<file path="src/rtl/mem_port_arbiter.sv">
// mem_port_arbiter: shares one memory port between an instruction fetch and a data requester
module mem_port_arbiter #(
  parameter int STARVE_LIMIT = 4,
  parameter int TIMEOUT = 255
) (
  input  logic        CLOCK,
  input  logic        RESET,
  input  logic        IReq_IN,
  input  logic [31:0] IAddr_IN,
  output logic [31:0] IData_OUT,
  output logic        IValid_OUT,
  input  logic        DReq_IN,
  input  logic        DWrite_IN,
  input  logic [31:0] DAddr_IN,
  input  logic [31:0] DWData_IN,
  input  logic [3:0]  DByteEn_IN,
  output logic [31:0] DRData_OUT,
  output logic        DValid_OUT,
  output logic        MemReq_OUT,
  output logic        MemWrite_OUT,
  output logic [31:0] MemAddr_OUT,
  output logic [31:0] MemWData_OUT,
  output logic [3:0]  MemByteEn_OUT,
  input  logic        MemReady_IN,
  input  logic [31:0] MemRData_IN,
  output logic        StallIF_OUT,
  output logic        StallMEM_OUT,
  output logic        Error_OUT
);
  localparam int SW = $clog2(STARVE_LIMIT + 1);
  localparam int CW = $clog2(TIMEOUT + 1);
  typedef enum logic [1:0] {IDLE, BUSY_I, BUSY_D} state_t;
  state_t state, stateNext;
  logic [SW-1:0] starveCount;
  logic [CW-1:0] busyCount;
  logic bubble, grantI, grantD, done, timedOut, finish;
  // Arbitration and completion decode; a completion pulse cycle is a bubble with no grant
  always_comb begin
    bubble = IValid_OUT | DValid_OUT;
    grantD = state == IDLE && !bubble && DReq_IN && !(starveCount == SW'(STARVE_LIMIT) && IReq_IN);
    grantI = state == IDLE && !bubble && IReq_IN && !grantD;
    done = state != IDLE && MemReady_IN;
    timedOut = state != IDLE && !MemReady_IN && busyCount == CW'(TIMEOUT - 1);
    finish = done | timedOut;
    stateNext = grantD ? BUSY_D : grantI ? BUSY_I : finish ? IDLE : state;
    StallIF_OUT = RESET & IReq_IN & ~IValid_OUT;
    StallMEM_OUT = RESET & DReq_IN & ~DValid_OUT;
  end
  // State register, memory port launch, result capture, starvation and timeout tracking
  always_ff @(posedge CLOCK or negedge RESET) begin
    if (!RESET) begin
      state <= IDLE;
      starveCount <= '0;
      busyCount <= '0;
      IData_OUT <= '0;
      IValid_OUT <= 1'b0;
      DRData_OUT <= '0;
      DValid_OUT <= 1'b0;
      MemReq_OUT <= 1'b0;
      MemWrite_OUT <= 1'b0;
      MemAddr_OUT <= '0;
      MemWData_OUT <= '0;
      MemByteEn_OUT <= '0;
      Error_OUT <= 1'b0;
    end else begin
      state <= stateNext;
      IValid_OUT <= state == BUSY_I && finish;
      DValid_OUT <= state == BUSY_D && finish;
      if (state == BUSY_I && finish) IData_OUT <= done ? MemRData_IN : '0;
      if (state == BUSY_D && finish && !MemWrite_OUT) DRData_OUT <= done ? MemRData_IN : '0;
      if (grantI || grantD) begin
        MemReq_OUT <= 1'b1;
        MemWrite_OUT <= grantD & DWrite_IN;
        MemAddr_OUT <= grantD ? DAddr_IN : IAddr_IN;
        MemWData_OUT <= grantD ? DWData_IN : '0;
        MemByteEn_OUT <= grantD ? DByteEn_IN : 4'hF;
      end else if (finish) begin
        MemReq_OUT <= 1'b0;
        MemWrite_OUT <= 1'b0;
      end
      busyCount <= (grantI || grantD) ? '0 : state != IDLE ? busyCount + 1'b1 : busyCount;
      if (grantI) starveCount <= '0;
      else if (grantD && IReq_IN && starveCount != SW'(STARVE_LIMIT)) starveCount <= starveCount + 1'b1;
      Error_OUT <= Error_OUT | timedOut;
    end
  end
endmodule

</file>
<file path="config.mk">
export PLATFORM = sky130hd
export DESIGN_NAME = mem_port_arbiter
export DESIGN_NICKNAME = d
export VERILOG_FILES = /design/src/rtl/mem_port_arbiter.sv
export SDC_FILE = /design/constraint.sdc
export NUM_CORES = 1
export LEC_CHECK = 0
export ABC_AREA = 1
export ABC_CLOCK_PERIOD_IN_PS = 2150
export CORE_MARGIN = 2
export CORE_UTILIZATION = 40
export CTS_CLUSTER_DIAMETER = 60
export CTS_CLUSTER_SIZE = 16
export DETAILED_ROUTE_END_ITERATION = 16
export GPL_ROUTABILITY_DRIVEN = 1
export HOLD_SLACK_MARGIN = 0.05
export PLACE_DENSITY = 0.81
export SLEW_MARGIN = 0
export SYNTH_ARGS = -nofsm -noshare
export SYNTH_HDL_FRONTEND = slang
export SYNTH_SLANG_ARGS = --single-unit
</file>
<file path="constraint.sdc">
create_clock -name CLOCK -period 2.15 [get_ports CLOCK]
set_clock_uncertainty 0.05 [all_clocks]
set_input_delay 0.3225 -clock CLOCK [delete_from_list [all_inputs] [get_ports CLOCK]]
set_output_delay 0.3225 -clock CLOCK [all_outputs]
set_load 0.05 [all_outputs]
</file>
### Yosys cells after proc, flatten, opt, wreduce, memory -nomap -nowiden

Index checks and enable logic that the tools add are counted.

| word-level totals | value |
|---|---|
| bits in registers | 150 |
| bits of input ports | 138 |
| output and inout port bits | 139 |
| logic and storage cells | 70 |

| operators by class | value |
|---|---|
| add/subtract/negate cells | 2 |
| equality and inequality tests | 5 |
| multiplexer cells | 14 |
| bitwise logic cells | 10 |
| reduce and logical (&&, ||, !) cells | 26 |

Operators by type and width:

| cell | number |
|---|---|
| two-way mux 32 bit | 3 |
| two-way mux 8 bit | 2 |
| logical AND 1 bit | 14 |
| adder 8 x 1 -> 8 bit, second input constant | 1 |
| == test 8 bit, second input constant | 1 |
| nonzero test 2 bit | 4 |
| two-way mux 2 bit | 3 |
| two-way mux 3 bit | 2 |
| bitwise AND 1 bit | 5 |
| zero test 1 bit | 5 |
| two-way mux 4 bit | 1 |
| adder 3 x 1 -> 3 bit, second input constant | 1 |
| == test 3 bit, second input constant | 1 |
| two-way mux 1 bit | 3 |
| != test 3 bit, second input constant | 1 |
| bitwise OR 1 bit | 3 |
| nonzero test 3 bit | 1 |
| == test 2 x 1 -> 1 bit, second input constant | 1 |
| == test 2 bit, second input constant | 1 |
| zero test 2 bit | 1 |
| NOT 1 bit | 2 |
| logical OR 1 bit | 1 |

### Logic depth before layout (Yosys ltp)

| depth | value |
|---|---|
| depth in word-level cells | 9 |
| mapped depth | 11 |
| depth with buffers taken out | 10 |

### Worst setup path before layout

No wires, ideal clock.

| timing path | value |
|---|---|
| path type | reg-to-output |
| start | reg DValid_OUT |
| end | out StallMEM_OUT |
| arrival | 1.723 ns |
| setup slack | 0.055 ns |
| cell stages (with the launch flop) | 2 |
| buffers on the path | 0 |
| path through | dfrtp_1 -> nor3_1 |

| on the way | value |
|---|---|
| longest elaborated chain between the ends | 2 |

Ends and longest elaborated chain:

| element | RTL line | source |
|---|---|---|
| from (decl) | 18 | `output logic DValid_OUT,` |
| from (signal assigned) | 68 | `DValid_OUT <= state == BUSY_D && finish;` |
| NOT 1 bit | 47 | `StallMEM_OUT = RESET & DReq_IN & ~DValid_OUT;` |
| bitwise AND 1 bit | 47 |  |
| to (decl) | 27 | `output logic StallMEM_OUT,` |

No other way between the ends.

### Worst setup path in the final report

| timing path | value |
|---|---|
| start | reg IValid_OUT |
| end | out IValid_OUT |

RTL lines:

| element | RTL line | source |
|---|---|---|
| from (decl) | 11 | `output logic IValid_OUT,` |
| from (signal assigned) | 67 | `IValid_OUT <= state == BUSY_I && finish;` |

No word-level cell between the ends.

==> run_summary.xml <==
<?xml version="1.0" encoding="UTF-8"?>
<metrics>
  <group name="logic_synthesis">
    <metric name="parity_gate_share_of_the_synthesized_area_counting_xor_and_xnor_cells" unit="%">0</metric>
    <metric name="count_of_flip_flops_with_a_built_in_enable_after_synthesis" unit="">0</metric>
    <metric name="postSynth.topFlopCell" unit="">dfrtp_1</metric>
    <metric name="syn_area" unit="um^2">6480</metric>
    <metric name="synth.distinct_cells" unit="">26</metric>
    <metric name="synth_seq_area_share" unit="%">57.9</metric>
    <metric name="synth_largest_area_cell" unit="">dfrtp_1</metric>
    <metric name="post_synth_inst_count" unit="">785</metric>
    <metric name="synth_simple_gate_area_share" unit="%">33.0</metric>
    <metric name="ys_async_sr_fraction" unit="%">100</metric>
    <metric name="most_repeated_cell_in_the_gate_level_netlist_after_synthesis" unit="">nand2_1</metric>
    <metric name="post_synth.cell_area_avg" unit="um^2">8.26</metric>
    <metric name="number_of_synthesized_register_bits" unit="">150</metric>
    <metric name="synth_compound_area_share" unit="%">1.76</metric>
    <metric name="synth_warnings" unit="">0</metric>
    <metric name="synth.top_cells.by_count" unit="">nand2_1 (346), dfrtp_1 (150), nand3_1 (72)</metric>
    <metric name="main_combinational_cell_family_by_area_after_synthesis" unit="">simple AND/OR/NAND/NOR gates</metric>
    <metric name="yosys-top-cells-area" unit="">dfrtp_1 (58%), nand2_1 (20%), nand3_1 (5.6%)</metric>
    <metric name="post_synthesis_share_of_cell_area_spent_on_full_adders_half_adders_and_majority_gates" unit="%">0.772</metric>
    <metric name="synth_mux_area_share" unit="%">0</metric>
    <metric name="synth.net_count" unit="">927</metric>
    <metric name="synthDominantCellAreaShare" unit="%">57.9</metric>
  </group>
  <group name="floorplanning">
    <metric name="starting_density_of_the_core" unit="%">40.8</metric>
    <metric name="floorplan.die_area" unit="um^2">17200</metric>
    <metric name="design.portCount" unit="">277</metric>
    <metric name="placementRows" unit="">46</metric>
    <metric name="die_w" unit="um">131</metric>
    <metric name="fp.coreArea" unit="um^2">15900</metric>
    <metric name="floorplan_die_height" unit="um">131</metric>
  </group>
  <group name="critical_path">
    <metric name="critical_path_class" unit="">reg2out</metric>
    <metric name="critical_path.cell_chain" unit="">clkdlybuf4s50_1</metric>
    <metric name="r2r_start" unit="">busyCount[0]</metric>
    <metric name="worst_path_max_delay_cell" unit="">clkdlybuf4s50_1</metric>
    <metric name="setup.reg_to_reg.worst_slack" unit="ps">270</metric>
    <metric name="critical_path.top_delay_family" unit="">buffers and inverters</metric>
    <metric name="timing.critical_path.fanout_max" unit="">3</metric>
    <metric name="stage_delay_of_the_slowest_cell_on_the_critical_path" unit="ps">830</metric>
    <metric name="worstSetupEndpoint" unit="">IValid_OUT</metric>
    <metric name="worst_ep_arrival_time" unit="ps">1660</metric>
    <metric name="cp.required" unit="ps">1780</metric>
    <metric name="critical_path.endpoint_type" unit="">output port</metric>
    <metric name="critPathBufInv" unit="">1</metric>
    <metric name="cp-startpoint" unit="">IValid_OUT</metric>
    <metric name="cp.depth" unit="">1</metric>
    <metric name="rr_endpoint" unit="">DRData_OUT[5]</metric>
    <metric name="ff2ff_path_depth" unit="">11</metric>
    <metric name="startpoint_type" unit="">flop</metric>
  </group>
  <group name="clock_tree">
    <metric name="htree_levels" unit="">4</metric>
    <metric name="root_buffer" unit="">clkbuf_16</metric>
    <metric name="cts_made_buffers" unit="">17</metric>
    <metric name="cts_tree" unit="">built</metric>
    <metric name="numClockSinks" unit="">150</metric>
    <metric name="clk_latency_worst_skew_pair" unit="ps">420</metric>
    <metric name="post-cts-setup-buffers" unit="">0</metric>
    <metric name="cts_buffer_depth" unit="">2</metric>
    <metric name="clock_transition_at_path_regs" unit="ps">70</metric>
    <metric name="post_cts_resize_count" unit="">0</metric>
  </group>
  <group name="global_route">
    <metric name="global_routing_s_busiest_layer" unit="">met2</metric>
    <metric name="grt_usage" unit="%">24.2</metric>
    <metric name="grt_max_degree" unit="">151</metric>
    <metric name="antenna_found_initial" unit="">0</metric>
    <metric name="grtUsageMet1" unit="%">28.1</metric>
    <metric name="grt_use_met2" unit="%">42.3</metric>
    <metric name="grt_first_pass_wirelength" unit="um">33200</metric>
    <metric name="globalRouteOverflowTotal" unit="">0</metric>
    <metric name="grt_pass1_vias" unit="">6464</metric>
    <metric name="global_route.usage.met3" unit="%">7.02</metric>
  </group>
  <group name="power">
    <metric name="clock_group_share_of_total_power" unit="%">18.1</metric>
    <metric name="power_switching" unit="mW">8.75</metric>
    <metric name="p_sw_share" unit="%">48.9</metric>
    <metric name="power_leakage" unit="nW">5.01</metric>
    <metric name="peakVddDrop" unit="mV">1.29</metric>
    <metric name="power.share.sequential" unit="%">26.7</metric>
    <metric name="p_int" unit="mW">9.16</metric>
    <metric name="pwr-share-comb" unit="%">55.2</metric>
    <metric name="post-layout-total-power" unit="mW">17.9</metric>
    <metric name="power-per-cell-area" unit="nW/um^2">1750</metric>
  </group>
  <group name="timing">
    <metric name="max_slew_margin" unit="%">42.5</metric>
    <metric name="setup_viol_count_final" unit="">0</metric>
    <metric name="final_hold_viol_count" unit="">0</metric>
    <metric name="fin_crit" unit="ps">2030</metric>
    <metric name="measured_slew_at_the_worst_slew_check_pin" unit="ps">863</metric>
    <metric name="hold-worst-slack" unit="ps">378</metric>
    <metric name="final_min_period_over_clock_period" unit="%">94.6</metric>
    <metric name="report.final.slew_viol_count" unit="">0</metric>
    <metric name="maxClockFrequency" unit="GHz">0.492</metric>
    <metric name="final.setup.tns" unit="ps">0</metric>
    <metric name="unrepaired_setup_endpoints_after_global_routing" unit="">no</metric>
  </group>
  <group name="place">
    <metric name="gpl.final_weighted_congestion" unit="">0.836</metric>
    <metric name="dp_hpwl" unit="um">14500</metric>
    <metric name="port_buffers" unit="">276</metric>
  </group>
  <group name="route">
    <metric name="drtAntennaViolNets" unit="">0</metric>
    <metric name="drtPass1Iterations" unit="">5</metric>
    <metric name="vias_per_cell" unit="">4.87</metric>
    <metric name="detailroute.via_count" unit="">6271</metric>
    <metric name="dr.first_iter.drc_count" unit="">406</metric>
    <metric name="wl_per_cell" unit="um">15.7</metric>
    <metric name="drcViolationCount" unit="">0</metric>
    <metric name="routed_wirelength" unit="um">20300</metric>
  </group>
  <group name="finish">
    <metric name="flow.area_growth_from_synthesis" unit="%">57.5</metric>
    <metric name="num_antenna_cells" unit="">0</metric>
    <metric name="fillerInstances" unit="">1308</metric>
    <metric name="final_nets" unit="">1201</metric>
    <metric name="post_route_cells_drive_above_1_share" unit="%">6.34</metric>
  </group>
  <group name="flow_run">
    <metric name="cap_viol_max_count" unit="">0</metric>
  </group>
  <group name="status">
    <metric name="status" unit="">finished, final reports clean</metric>
  </group>
  <group name="worst_hold_path">
    <metric name="worstHoldPathCells" unit="">3</metric>
    <metric name="hold_path.class" unit="">in2reg</metric>
  </group>
</metrics>
power groups by stage:
stage / logic, mW / clock network (mW) / registers [mW]
floorplan: 2.39 / 0 / 8.63
global placement: 9.77 / 0 / 4.77
detailed placement: 9.94 / 0 / 4.79
CTS: 9.96 / 3.28 / 4.78
global route: 10.4 / 3.41 / 4.92
finish: 9.88 / 3.23 / 4.79
layer usage:
layer	part of all wire, %	routed length (um)
met1	39	7930
met2	50	10200
met3	8.2	1660
met4	2.3	461
met5	0	0
how the worst min path moves through the flow:
stage / from / endpoint / slack (ps)
detailed placement: DRData_OUT[31] / DRData_OUT[31] / 410
global placement: DRData_OUT[26] / DRData_OUT[26] / 400
floorplan: RESET / DRData_OUT[0] / -20
CTS: DWData_IN[1] / MemWData_OUT[1] / 360
global route: DWData_IN[3] / MemWData_OUT[3] / 390
finish: DWData_IN[1] / MemWData_OUT[1] / 380
through the flow:
step / setup WS [ps] / cells / instance area, um^2 / util, %
CTS: 105 / 1288 / 10200 / 64.3
global route: 51.7 / 1288 / 10200 / 64.3
floorplan: 54.6 / 785 / 6480 / -
global placement: 116 / 1255 / 9560 / 60.2
finish: 116 / 1288 / 10200 / 64.3
detailed placement: 116 / 1255 / 9560 / 60.2
placed cells by master, fill, tap and decap left out, types with 3 or more instances in the layout:
| master | synthesis | final |
|---|---|---|
| nand2_1 | 346 | 346 |
| clkdlybuf4s50_1 | 0 | 273 |
| dfrtp_1 | 150 | 150 |
| nand3_1 | 72 | 72 |
| inv_1 | 53 | 53 |
| nor2_1 | 49 | 48 |
| nand4_1 | 33 | 33 |
| clkbuf_16 | 0 | 17 |
| buf_4 | 8 | 13 |
| buf_12 | 0 | 9 |
| o21ai_0 | 6 | 6 |
| inv_6 | 0 | 5 |
| nor3_1 | 4 | 4 |
| nor2_2 | 3 | 4 |
| nand2_2 | 4 | 4 |
| o22ai_1 | 4 | 4 |
| a21oi_1 | 4 | 4 |
| ha_1 | 4 | 4 |
| bufinv_16 | 0 | 4 |
| clkinvlp_4 | 0 | 4 |
| inv_2 | 3 | 3 |
registers in the layout (all words and copies together) (netlist names):
| register | cells |
|---|---|
| MemByteEn_OUT | 4 |
| MemReq_OUT | 1 |
| MemWrite_OUT | 1 |
| MemAddr_OUT | 32 |
| DValid_OUT | 1 |
| starveCount | 3 |
| IData_OUT | 32 |
| Error_OUT | 1 |
| busyCount | 8 |
| state | 2 |
| MemWData_OUT | 32 |
| DRData_OUT | 32 |
| IValid_OUT | 1 |
cell type report:
type                            instances  area (um^2)  area share, %
Multi-Input combinational cell        537         2310           22.6
Clock buffer                           19          443           4.34
Tap cell                              216          270           2.65
Timing Repair Buffer                  297         3030           29.7
Sequential cell                       150         3750           36.8
Inverter                               56          210           2.06
Clock inverter                         13          194           1.90
kinds of logic (layout without fill, tap and decap cells):
logic type	Yosys count	in the layout
and+or+nand+nor	514	514
AOI/OAI and AO/OA	19	19
buffers and inverters	98	385
adders and majority gates	4	4
DFF	150	150
timing repair:
action | in CTS | in global routing
endpoints found under the hold margin | 3 | 0
hold buffers | 1 | 0
endpoints found under the setup margin | 0 | 0
Note: power is estimated with default switching activity, not from simulation.
